===== config.mk =====
export PLATFORM = sky130hd
export DESIGN_NAME = serial_divider_flat
export DESIGN_NICKNAME = d
export VERILOG_FILES = /design/src/rtl/serial_arith_pkg.sv /design/src/rtl/serial_divider_if.sv /design/src/rtl/serial_div_datapath.sv /design/src/rtl/serial_divider.sv /design/src/flat_wrapper.sv
export SDC_FILE = /design/constraint.sdc
export NUM_CORES = 1
export LEC_CHECK = 0
export BUFFER_PORTS_ARGS = -buffer_cell sky130_fd_sc_hd__buf_2
export CAP_MARGIN = 20
export CORE_ASPECT_RATIO = 1.5
export CORE_MARGIN = 2
export CORE_UTILIZATION = 30
export DETAILED_ROUTE_END_ITERATION = 8
export PLACE_DENSITY = 0.58
export SLEW_MARGIN = 20
export SYNTH_ARGS = -nofsm -noshare
export SYNTH_HDL_FRONTEND = slang
export SYNTH_SLANG_ARGS = --single-unit
export TNS_END_PERCENT = 20

===== constraint.sdc =====
create_clock -name clk -period 4.5 [get_ports clk]
set_input_delay 0.9 -clock clk [delete_from_list [all_inputs] [get_ports clk]]
set_output_delay 0.9 -clock clk [all_outputs]
set_load 0.01 [all_outputs]

===== src/rtl/serial_arith_pkg.sv =====
// Shared definitions for the serial arithmetic unit.
// State codes and default operand width.
package serial_arith_pkg;

  localparam int DEF_WIDTH = 4;

  typedef logic [2:0] state_t;

  localparam state_t S_IDLE  = 3'd0;
  localparam state_t S_LOAD  = 3'd1;
  localparam state_t S_SHIFT = 3'd2;
  localparam state_t S_SUB   = 3'd3;
  localparam state_t S_DONE  = 3'd4;

endpackage


===== src/rtl/serial_divider_if.sv =====
// Host-side start/done bus for the serial divider.
// Host drives the master side, divider the slave side.
interface serial_divider_if
  import serial_arith_pkg::*;
#(
  parameter int WIDTH = DEF_WIDTH
);

  logic             En;
  logic [WIDTH-1:0] dividend;
  logic [WIDTH-1:0] divisor;
  logic [WIDTH-1:0] quotient;
  logic [WIDTH-1:0] remainder;
  logic             done;
  logic             busy;
  logic             div_by_zero;

  modport master (
    output En,
    output dividend,
    output divisor,
    input  quotient,
    input  remainder,
    input  done,
    input  busy,
    input  div_by_zero
  );

  modport slave (
    input  En,
    input  dividend,
    input  divisor,
    output quotient,
    output remainder,
    output done,
    output busy,
    output div_by_zero
  );

endinterface


===== src/rtl/serial_div_datapath.sv =====
// Restoring-division datapath: partial remainder R,
// shifting quotient Q, captured divisor D, trial subtract.
module serial_div_datapath
  import serial_arith_pkg::*;
#(
  parameter int WIDTH = DEF_WIDTH
) (
  input  logic             clk,
  input  logic             rst,
  input  logic             load_i,
  input  logic             shift_i,
  input  logic             sub_i,
  input  logic [WIDTH-1:0] dividend_i,
  input  logic [WIDTH-1:0] divisor_i,
  output logic [WIDTH-1:0] r_o,
  output logic [WIDTH-1:0] diff_o,
  output logic [WIDTH-2:0] q_hi_o,
  output logic             diff_neg_o
);

  logic [WIDTH:0]   r_q, r_d;
  logic [WIDTH:0]   diff;
  logic [WIDTH-1:0] q_q, q_d;
  logic [WIDTH-1:0] d_q, d_d;

  assign diff = r_q - {1'b0, d_q};

  // Next R/Q/D from the strobe issued by the FSM
  always_comb begin
    r_d = r_q;
    q_d = q_q;
    d_d = d_q;
    if (load_i) begin
      r_d = '0;
      q_d = dividend_i;
      d_d = divisor_i;
    end else if (shift_i) begin
      {r_d, q_d} = {r_q, q_q} << 1;
    end else if (sub_i && !diff[WIDTH]) begin
      r_d = diff;
      q_d = {q_q[WIDTH-1:1], 1'b1};
    end
  end

  // Datapath registers
  always_ff @(posedge clk or posedge rst) begin
    if (rst) begin
      r_q <= '0;
      q_q <= '0;
      d_q <= '0;
    end else begin
      r_q <= r_d;
      q_q <= q_d;
      d_q <= d_d;
    end
  end

  assign r_o        = r_q[WIDTH-1:0];
  assign diff_o     = diff[WIDTH-1:0];
  assign q_hi_o     = q_q[WIDTH-1:1];
  assign diff_neg_o = diff[WIDTH];

endmodule


===== src/rtl/serial_divider.sv =====
// Sequential restoring divider, one quotient bit per
// shift/subtract pair, with a registered start/done bus.
module serial_divider
  import serial_arith_pkg::*;
#(
  parameter int WIDTH = DEF_WIDTH
) (
  input  logic             clk,
  input  logic             Rst,
  serial_divider_if.slave  bus
);

  localparam int CW = $clog2(WIDTH) + 1;
  localparam logic [CW-1:0] LAST = CW'(WIDTH - 1);

  state_t           state_q, state_d;
  logic [CW-1:0]    cnt_q, cnt_d;
  logic [WIDTH-1:0] quo_q, quo_d;
  logic [WIDTH-1:0] rem_q, rem_d;
  logic             dz_q, dz_d;
  logic             done_q, done_d;
  logic             busy_q, busy_d;

  logic             load_s, shift_s, sub_s;
  logic             zero_s, last_s;
  logic [WIDTH-1:0] dp_r, dp_diff;
  logic [WIDTH-2:0] dp_q_hi;
  logic             dp_neg;

  assign zero_s = (bus.divisor == '0);
  assign last_s = (cnt_q == LAST);

  serial_div_datapath #(
    .WIDTH (WIDTH)
  ) u_dp (
    .clk        (clk),
    .rst        (Rst),
    .load_i     (load_s),
    .shift_i    (shift_s),
    .sub_i      (sub_s),
    .dividend_i (bus.dividend),
    .divisor_i  (bus.divisor),
    .r_o        (dp_r),
    .diff_o     (dp_diff),
    .q_hi_o     (dp_q_hi),
    .diff_neg_o (dp_neg)
  );

  // State register
  always_ff @(posedge clk or posedge Rst) begin
    if (Rst) state_q <= S_IDLE;
    else     state_q <= state_d;
  end

  // Next-state logic
  always_comb begin
    state_d = state_q;
    unique case (state_q)
      S_IDLE:  if (bus.En) state_d = S_LOAD;
      S_LOAD:  state_d = zero_s ? S_DONE : S_SHIFT;
      S_SHIFT: state_d = S_SUB;
      S_SUB:   state_d = last_s ? S_DONE : S_SHIFT;
      S_DONE:  state_d = S_IDLE;
      default: state_d = S_IDLE;
    endcase
  end

  // Strobes and next values of the registered outputs
  always_comb begin
    load_s  = (state_q == S_LOAD);
    shift_s = (state_q == S_SHIFT);
    sub_s   = (state_q == S_SUB);
    cnt_d   = cnt_q;
    quo_d   = quo_q;
    rem_d   = rem_q;
    dz_d    = dz_q;
    if (load_s) begin
      cnt_d = '0;
      dz_d  = zero_s;
      if (zero_s) begin
        quo_d = '1;
        rem_d = bus.dividend;
      end
    end
    if (sub_s) begin
      cnt_d = cnt_q + 1'b1;
      if (last_s) begin
        quo_d = {dp_q_hi, ~dp_neg};
        rem_d = dp_neg ? dp_r : dp_diff;
      end
    end
    done_d = (state_d == S_DONE);
    busy_d = (state_d != S_IDLE);
  end

  // Counter and output registers
  always_ff @(posedge clk or posedge Rst) begin
    if (Rst) begin
      cnt_q  <= '0;
      quo_q  <= '0;
      rem_q  <= '0;
      dz_q   <= 1'b0;
      done_q <= 1'b0;
      busy_q <= 1'b0;
    end else begin
      cnt_q  <= cnt_d;
      quo_q  <= quo_d;
      rem_q  <= rem_d;
      dz_q   <= dz_d;
      done_q <= done_d;
      busy_q <= busy_d;
    end
  end

  assign bus.quotient    = quo_q;
  assign bus.remainder   = rem_q;
  assign bus.div_by_zero = dz_q;
  assign bus.done        = done_q;
  assign bus.busy        = busy_q;

endmodule


===== src/flat_wrapper.sv =====
// flat-port wrapper written by rule: the top's interface ports become plain ports
module serial_divider_flat import serial_arith_pkg::*;
#(
  parameter int WIDTH = DEF_WIDTH
)
  (clk, Rst, bus_En, bus_dividend, bus_divisor, bus_quotient, bus_remainder, bus_done, bus_busy, bus_div_by_zero);
  serial_divider_if #(.WIDTH(WIDTH)) bus_i ();
  input  logic clk;
  input  logic Rst;
  input wire logic [$bits(bus_i.En)-1:0] bus_En;
  input wire logic [$bits(bus_i.dividend)-1:0] bus_dividend;
  input wire logic [$bits(bus_i.divisor)-1:0] bus_divisor;
  output wire logic [$bits(bus_i.quotient)-1:0] bus_quotient;
  output wire logic [$bits(bus_i.remainder)-1:0] bus_remainder;
  output wire logic [$bits(bus_i.done)-1:0] bus_done;
  output wire logic [$bits(bus_i.busy)-1:0] bus_busy;
  output wire logic [$bits(bus_i.div_by_zero)-1:0] bus_div_by_zero;
  assign bus_i.En = bus_En;
  assign bus_i.dividend = bus_dividend;
  assign bus_i.divisor = bus_divisor;
  assign bus_quotient = bus_i.quotient;
  assign bus_remainder = bus_i.remainder;
  assign bus_done = bus_i.done;
  assign bus_busy = bus_i.busy;
  assign bus_div_by_zero = bus_i.div_by_zero;
  serial_divider #(.WIDTH(WIDTH)) u_core (.clk(clk), .Rst(Rst), .bus(bus_i));
endmodule

==> results of run 1 <==
metal layers:
metal,global-route usage,part of all wire,vias up
met2,0.204,0.56,17
met1,0.134,0.40,523
met4,0.0674,0.010,0
li1,-,-,528
met3,0.0302,0.026,2
met5,0,0,-
final cells by class:
cell class	instances	area, um^2
Multi-Input combinational cell	94	682
Inverter	9	33.8
Fill cell	525	3070
Timing Repair Buffer	22	113
Sequential cell	30	751
Tap cell	66	82.6
Clock buffer	6	82.6
cell usage in the layout (no fill, tap or decap), types with 2 or more instances in the layout:
cell type / instances
a21oi_1: 4
a221o_1: 4
a22oi_1: 3
buf_2: 21
clkbuf_8: 6
dfrtp_1: 30
ha_1: 6
inv_1: 9
mux2_4: 4
mux2i_1: 8
nand2_1: 18
nand2b_1: 4
nor2_1: 8
nor3_1: 6
o21a_1: 2
o21ai_0: 7
o22a_1: 3
worst paths after layout:
kind	end	slack [ns]	cells after the start
min reg2reg	u_core.cnt_q[1]$_DFFE_PP0P_	0.47	2
min	u_core.cnt_q[1]$_DFFE_PP0P_	0.47	2
max in group asynchronous	u_core.cnt_q[1]$_DFFE_PP0P_	3.54	3
max reg2reg	u_core.u_dp.r_q[3]$_DFFE_PP0P_	2.09	8
max	u_core.u_dp.r_q[3]$_DFFE_PP0P_	2.09	8
min in group asynchronous	u_core.u_dp.q_q[3]$_DFFE_PP0P_	0.68	3
cell usage after synthesis (2+ instances only):
library cell / n
xnor2_1: 2
ha_1: 6
dfrtp_1: 30
o22a_1: 3
a22oi_1: 3
mux2i_1: 8
nor3_1: 6
nand2_1: 18
nor2_1: 8
a221o_1: 4
buf_2: 2
o21a_1: 2
o21ai_0: 7
inv_1: 9
nand2b_1: 4
mux2_4: 4
a21oi_1: 4
stage by stage:
step                 util  setup WS [ns]  instances  hold WS, ns  power, mW
floorplan               -           2.44        137        0.443       1.01
finish              0.363           2.09        227        0.474       1.37
CTS                 0.361           1.98        227        0.476       1.38
detailed placement  0.344           2.00        221        0.464       1.17
global placement    0.344           2.05        221        0.466       1.16
global route        0.363           1.89        227        0.513       1.49
cells by family (layout without fill, tap and decap cells):
logic type	Yosys count	after routing	synth area share
xor gates and xnor gates	3	3	0.0178
adders and majority gates	7	7	0.0642
and+or+nand+nor	44	44	0.141
muxes	13	13	0.102
buffers and inverters	13	37	0.0372
DFF	30	30	0.507
AOI/OAI and AO/OA	27	27	0.130
state kept, by name, indices dropped and copies added, names as in the netlist:
| name | count |
|---|---|
| u_core.state_q | 3 |
| u_core.bus.quotient | 4 |
| u_core.u_dp.d_q | 4 |
| u_core.u_dp.q_q | 4 |
| u_core.bus.busy | 1 |
| u_core.cnt_q | 3 |
| u_core.bus.remainder | 4 |
| u_core.bus.done | 1 |
| u_core.u_dp.r_q | 5 |
| u_core.bus.div_by_zero | 1 |
power by group through the flow:
| stage | logic (mW) | clock network [mW] | registers [mW] |
|---|---|---|---|
| floorplan | 0.538 | 0 | 0.474 |
| global placement | 0.671 | 0 | 0.490 |
| detailed placement | 0.679 | 0 | 0.488 |
| CTS | 0.678 | 0.219 | 0.485 |
| global route | 0.759 | 0.231 | 0.503 |
| finish | 0.675 | 0.211 | 0.485 |
worst min-delay path: cells and delay by family, from the launching register on:
kind | cells | cell delay (ns)
flops | 1 | 0.34
simple gates | 2 | 0.10
==> key figures, run 1 <==
CTS
  – Clk sink count: 30
  – Clk root buf: clkbuf_8
  – Clk_lat worst skew: 0.28 ns
  – Post-CTS Resized: 0
  – CTS clk-pin slew, worst paths: 0.06 ns
  – Hold_buf cts: 0
  – CTS tree: done
  – Post-CTS Setup Repair Bufs: 0
  – H-tree depth: 2
  – Inserted Clock Buffers: 5
  – CTS max path bufs: 2

Timing
  – Worst-Margin Slew: 0.780 ns
  – Fin Setup TNS: 0 ns
  – Max Slew Vio Count: 0
  – Rel. slew slack: 0.478
  – Max Clk Rate: 0.415 GHz
  – RSZ-0062 raised after global routing: false
  – Final setup viols: 0
  – Min Tclk post-route: 2.41 ns
  – Clk_skew: 0.00845 ns
  – Final Hold Viols: 0
  – Part of the cycle the worst path needs: 0.535

Drt
  – Antenna viol nets, final: 0
  – Starting DRT DRC Count: 63
  – Drt total wl: 2980 um
  – Drt wl/cell: 13.1 um
  – DR vias/cell: 4.71
  – First-pass DRT Iterations: 4
  – Vias: 1070
  – Drt drc: 0

Pwr
  – NetSw: 0.537 mW
  – Peak supply drop: 0.000156 V
  – Clock power share: 0.154
  – Net Sw Frac: 0.392
  – Comb pwr share: 0.492
  – Int Power: 0.834 mW
  – Pwr/cell area: 786 nW/um^2
  – Seq pwr share: 0.354
  – Leak: 0.869 nW

Global route
  – First-pass GRT wire length: 4990 um
  – Initial antenna violation count: 0
  – Largest net degree at the start of global routing: 31
  – Total grt overflow: 0
  – Vias in the first global route: 1074
  – Total Routing Usage GR: 0.122

Die
  – Die ar.: 5520 um^2
  – Core Box Area: 4810 um^2
  – Starting Density: 0.308
  – Die height: 90.0 um
  – # rows: 31
  – Die X: 61.4 um
  – Ports: 22

Placement
  – Area post-placement: 1650 um^2
  – HPWL Detailed: 2250 um
  – PortBufs: 21
  – Gpl congestion: 0.780

Logic synthesis
  – Post-synth cell types: 34
  – Post-synthesis sequential area ratio: 0.507
  – Synth area leaders: dfrtp_1 (51%), mux2i_1 (5.4%), ha_1 (5.1%)
  – FF+latch count, synth: 30
  – Synth warnings: 0
  – Post-Syn Area per Cell: 10.8 um^2
  – Post-synth top area cell: dfrtp_1
  – Top-area cell type share of the netlist area: 0.507
  – Syn nets: 155
  – Mapped Area: 1480 um^2
  – Post-synth top flop: dfrtp_1
  – Number of enable flip-flop cells after synthesis: 0
  – Async SR Flop Fraction: 1.00
  – Syn Inst Count: 137

Setup path
  – Startpoint types: register
  – Worst setup EP type: register
  – Delay of the slowest critical-path stage: 0.39 ns
  – Worst path slowest cell: fa_1
  – Max FO, Critical Path: 11
  – Worst Path Buf+Inv: 1
  – Worst Path Required: 4.66 ns
  – Top delay family on crit path: compound AO/OA/AOI/OAI gates
  – Worst Setup SP: u_core.u_dp.r_q[0]$_DFFE_PP0P_
  – Critical Path AT: 2.57 ns
  – Worst r2r src: u_core.u_dp.r_q[0]$_DFFE_PP0P_
  – CP cell instances: inv_1 -> ha_1 -> fa_1 -> nand2b_1 -> a21oi_2 -> xnor2_2 -> a31o_1 -> a221o_1
  – Setup CP Type: reg -> reg

Job
  – Max Cap Violations: 0

Layout
  – P&R area growth vs syn: 17.8%
  – Cell area after layout: 1740 um^2
  – Final #Nets: 180
  – N_diodes: 0
  – Share of post-route cells with drive strength above 1: 0.230

Outcome
  – Status: completed

Hold path
  – HP Start: u_core.cnt_q[1]$_DFFE_PP0P_
  – Hold WC Path Type: reg -> reg
(Power assumes the default switching activity.)
==> run 2, diff against run 1 <==
--- a/config.mk
+++ b/config.mk
@@ -11,7 +11,7 @@
 export CORE_MARGIN = 2
 export CORE_UTILIZATION = 30
 export DETAILED_ROUTE_END_ITERATION = 8
-export PLACE_DENSITY = 0.58
+export PLACE_DENSITY = 0.6
 export SLEW_MARGIN = 20
 export SYNTH_ARGS = -nofsm -noshare
 export SYNTH_HDL_FRONTEND = slang
==> constraint.sdc (replaced) <==
create_clock -name clk -period 2.1 [get_ports clk]
set_input_delay 0.42 -clock clk [delete_from_list [all_inputs] [get_ports clk]]
set_output_delay 0.42 -clock clk [all_outputs]
set_load 0.01 [all_outputs]
==> key figures, run 2 (same netlist as run 1, synthesis figures left out) <==
Outcome
  – Status: completed

Die
  – Core Box Area: 4810 um^2 (unchanged)
  – # rows: 31 (unchanged)
  – Starting Density: 0.308 (unchanged)
  – Die ar.: 5520 um^2 (unchanged)
  – Die X: 61.4 um (unchanged)
  – Die height: 90.0 um (unchanged)
  – Ports: 22 (unchanged)

Placement
  – Pre-CTS setup slack: -0.0613 ns (-2.06 ns)
  – PortBufs: 21 (unchanged)
  – Placed insts: 231 (+4.5%)
  – Gpl congestion: 0.826 (+5.9%)
  – Area post-placement: 1730 um^2 (+4.5%)
  – HPWL Detailed: 2450 um (+9.1%)

Layout
  – Final #Nets: 190 (+5.6%)
  – Max reg flops: 5 (unchanged)
  – Largest Register: u_core.u_dp.r_q
  – Commonest cells after routing, fill and taps aside: dfrtp_1 (30), buf_2 (21), nand2_1 (18)
  – Cell area after layout: 1870 um^2 (+7.0%)
  – N_diodes: 0 (unchanged)
  – Share of post-route cells with drive strength above 1: 0.306 (+0.0765)
  – Fin cells: 239 (+5.3%)
  – Fillers: 500 (-4.8%)
  – Most common cell after layout, fill and taps aside: dfrtp_1
  – Finished Core Util: 0.388 (+0.0252)
  – P&R area growth vs syn: 26.0%

Drt
  – DR vias/cell: 4.74 (+0.57%)
  – First-pass DRT Iterations: 4 (unchanged)
  – Drt drc: 0 (unchanged)
  – Starting DRT DRC Count: 42 (-33%)
  – Vias: 1133 (+5.9%)
  – Drt total wl: 3190 um (+6.8%)
  – Antenna viol nets, final: 0 (unchanged)
  – Drt wl/cell: 13.3 um (+1.4%)

Global route
  – Vias in the first global route: 1104 (+2.8%)
  – First-pass GRT wire length: 5260 um (+5.5%)
  – Largest net degree at the start of global routing: 31 (unchanged)
  – Total Routing Usage GR: 0.128 (+0.00635)
  – Total grt overflow: 0 (unchanged)
  – Initial antenna violation count: 0 (unchanged)

CTS
  – CTS tree: done
  – H-tree depth: 2 (unchanged)
  – CTS clk-pin slew, worst paths: 0.07 ns (about the same)
  – Clk sink count: 30 (unchanged)
  – CTS max path bufs: 2 (unchanged)
  – Clk_lat worst skew: 0.28 ns (about the same)
  – Clk root buf: clkbuf_8
  – Inserted Clock Buffers: 5 (unchanged)
  – Post-CTS Setup Repair Bufs: 0 (unchanged)

Setup path
  – Startpoint types: register
  – Worst setup EP type: register
  – CP cell instances: ha_4 -> fa_2 -> nand2b_4 -> a21oi_4 -> xnor2_2 -> a31o_1 -> a221o_1
  – Worst path slowest cell: dfrtp_1
  – Delay of the slowest critical-path stage: 0.41 ns (+0.02 ns)
  – Worst Path Required: 2.26 ns (-2.40 ns)
  – Max FO, Critical Path: 5 (-6)
  – Setup CP Type: reg -> reg
  – Critical Path AT: 2.23 ns (-0.34 ns)

Pwr
  – Leak: 0.930 nW (+7.0%)
  – Pwr/cell area: 1750 nW/um^2 (+120%)
  – Total power: 3.27 mW (+140%)
  – Peak supply drop: 0.000521 V (+230%)

Timing
  – Min Tclk post-route: 2.07 ns (-0.340 ns)
  – Final setup viols: 0 (unchanged)
  – Max Clk Rate: 0.483 GHz (+16%)
  – WHS: 0.199 ns (-0.275 ns)
  – Clk_skew: 0.00737 ns (-0.00109 ns)
  – Worst-Margin Slew: 0.381 ns (-0.398 ns)
  – Part of the cycle the worst path needs: 0.985 (+0.450)
  – Rel. slew slack: 0.746 (+0.267)
  – Max Slew Vio Count: 0 (unchanged)
  – Final Hold Viols: 0 (unchanged)
  – Final WS setup: 0.0314 ns (-2.06 ns)
  – RSZ-0062 raised after global routing: true
  – Fin Setup TNS: 0 ns (unchanged)

Hold path
  – Hold WC Path Type: in -> async

Job
  – Max Cap Violations: 0 (unchanged)
-- run 2: routing by layer --
metal  share of wire  up-vias  track usage
li1                -      548            -
met1            0.40      553        0.138
met2            0.55       24        0.230
met3           0.029        8       0.0302
met4           0.019        0       0.0479
met5               0        -            0
-- run 2: timing repair --
item	in CTS	in global routing
gates resized for setup	6	2
setup endpoints to repair	8	8
pin swaps	6	4
hold buffers	0	0
-- run 2: area by class of cell --
cell class                      count  area [um^2]  share of cell area
Clock inverter                      2         12.5             0.00671
Multi-Input combinational cell     94          712               0.382
Clock buffer                        6         82.6              0.0443
Timing Repair Buffer               32          191               0.103
Sequential cell                    30          751               0.402
Inverter                            9         33.8              0.0181
Tap cell                           66         82.6              0.0443
-- run 2: final timing paths --
kind	end	start	depth (start not counted)	slack, ns
setup / recovery	u_core.u_dp.r_q[0]$_DFFE_PP0P_	u_core.u_dp.d_q[0]$_DFFE_PP0P_	7	0.03
hold / removal	u_core.bus.quotient[1]$_DFF_PP0_	Rst	3	0.20
setup reg to reg	u_core.u_dp.r_q[0]$_DFFE_PP0P_	u_core.u_dp.d_q[0]$_DFFE_PP0P_	7	0.03
hold reg to reg	u_core.cnt_q[1]$_DFFE_PP0P_	u_core.cnt_q[1]$_DFFE_PP0P_	2	0.48
max in group asynchronous	u_core.bus.div_by_zero$_DFFE_PP0P_	Rst	3	1.62
min in group clk	u_core.u_dp.d_q[1]$_DFFE_PP0P_	bus_divisor[1]	3	0.36
-- run 2: power by group --
part	internal, mW	total, mW	switching [mW]
Clock	0.263	0.488	0.225
Combinational	0.898	1.75	0.853
Sequential	0.835	1.03	0.192
Total	2.00	3.27	1.27
-- run 2: critical path, delay by kind of cell (launching register included) --
kind	cells	cell delay, ns
adder cells (fa/ha/maj)	2	0.51
AND/OR/NAND/NOR	1	0.15
XOR/XNOR	1	0.09
AO/OA/AOI/OAI	3	0.78
flip-flops	1	0.41
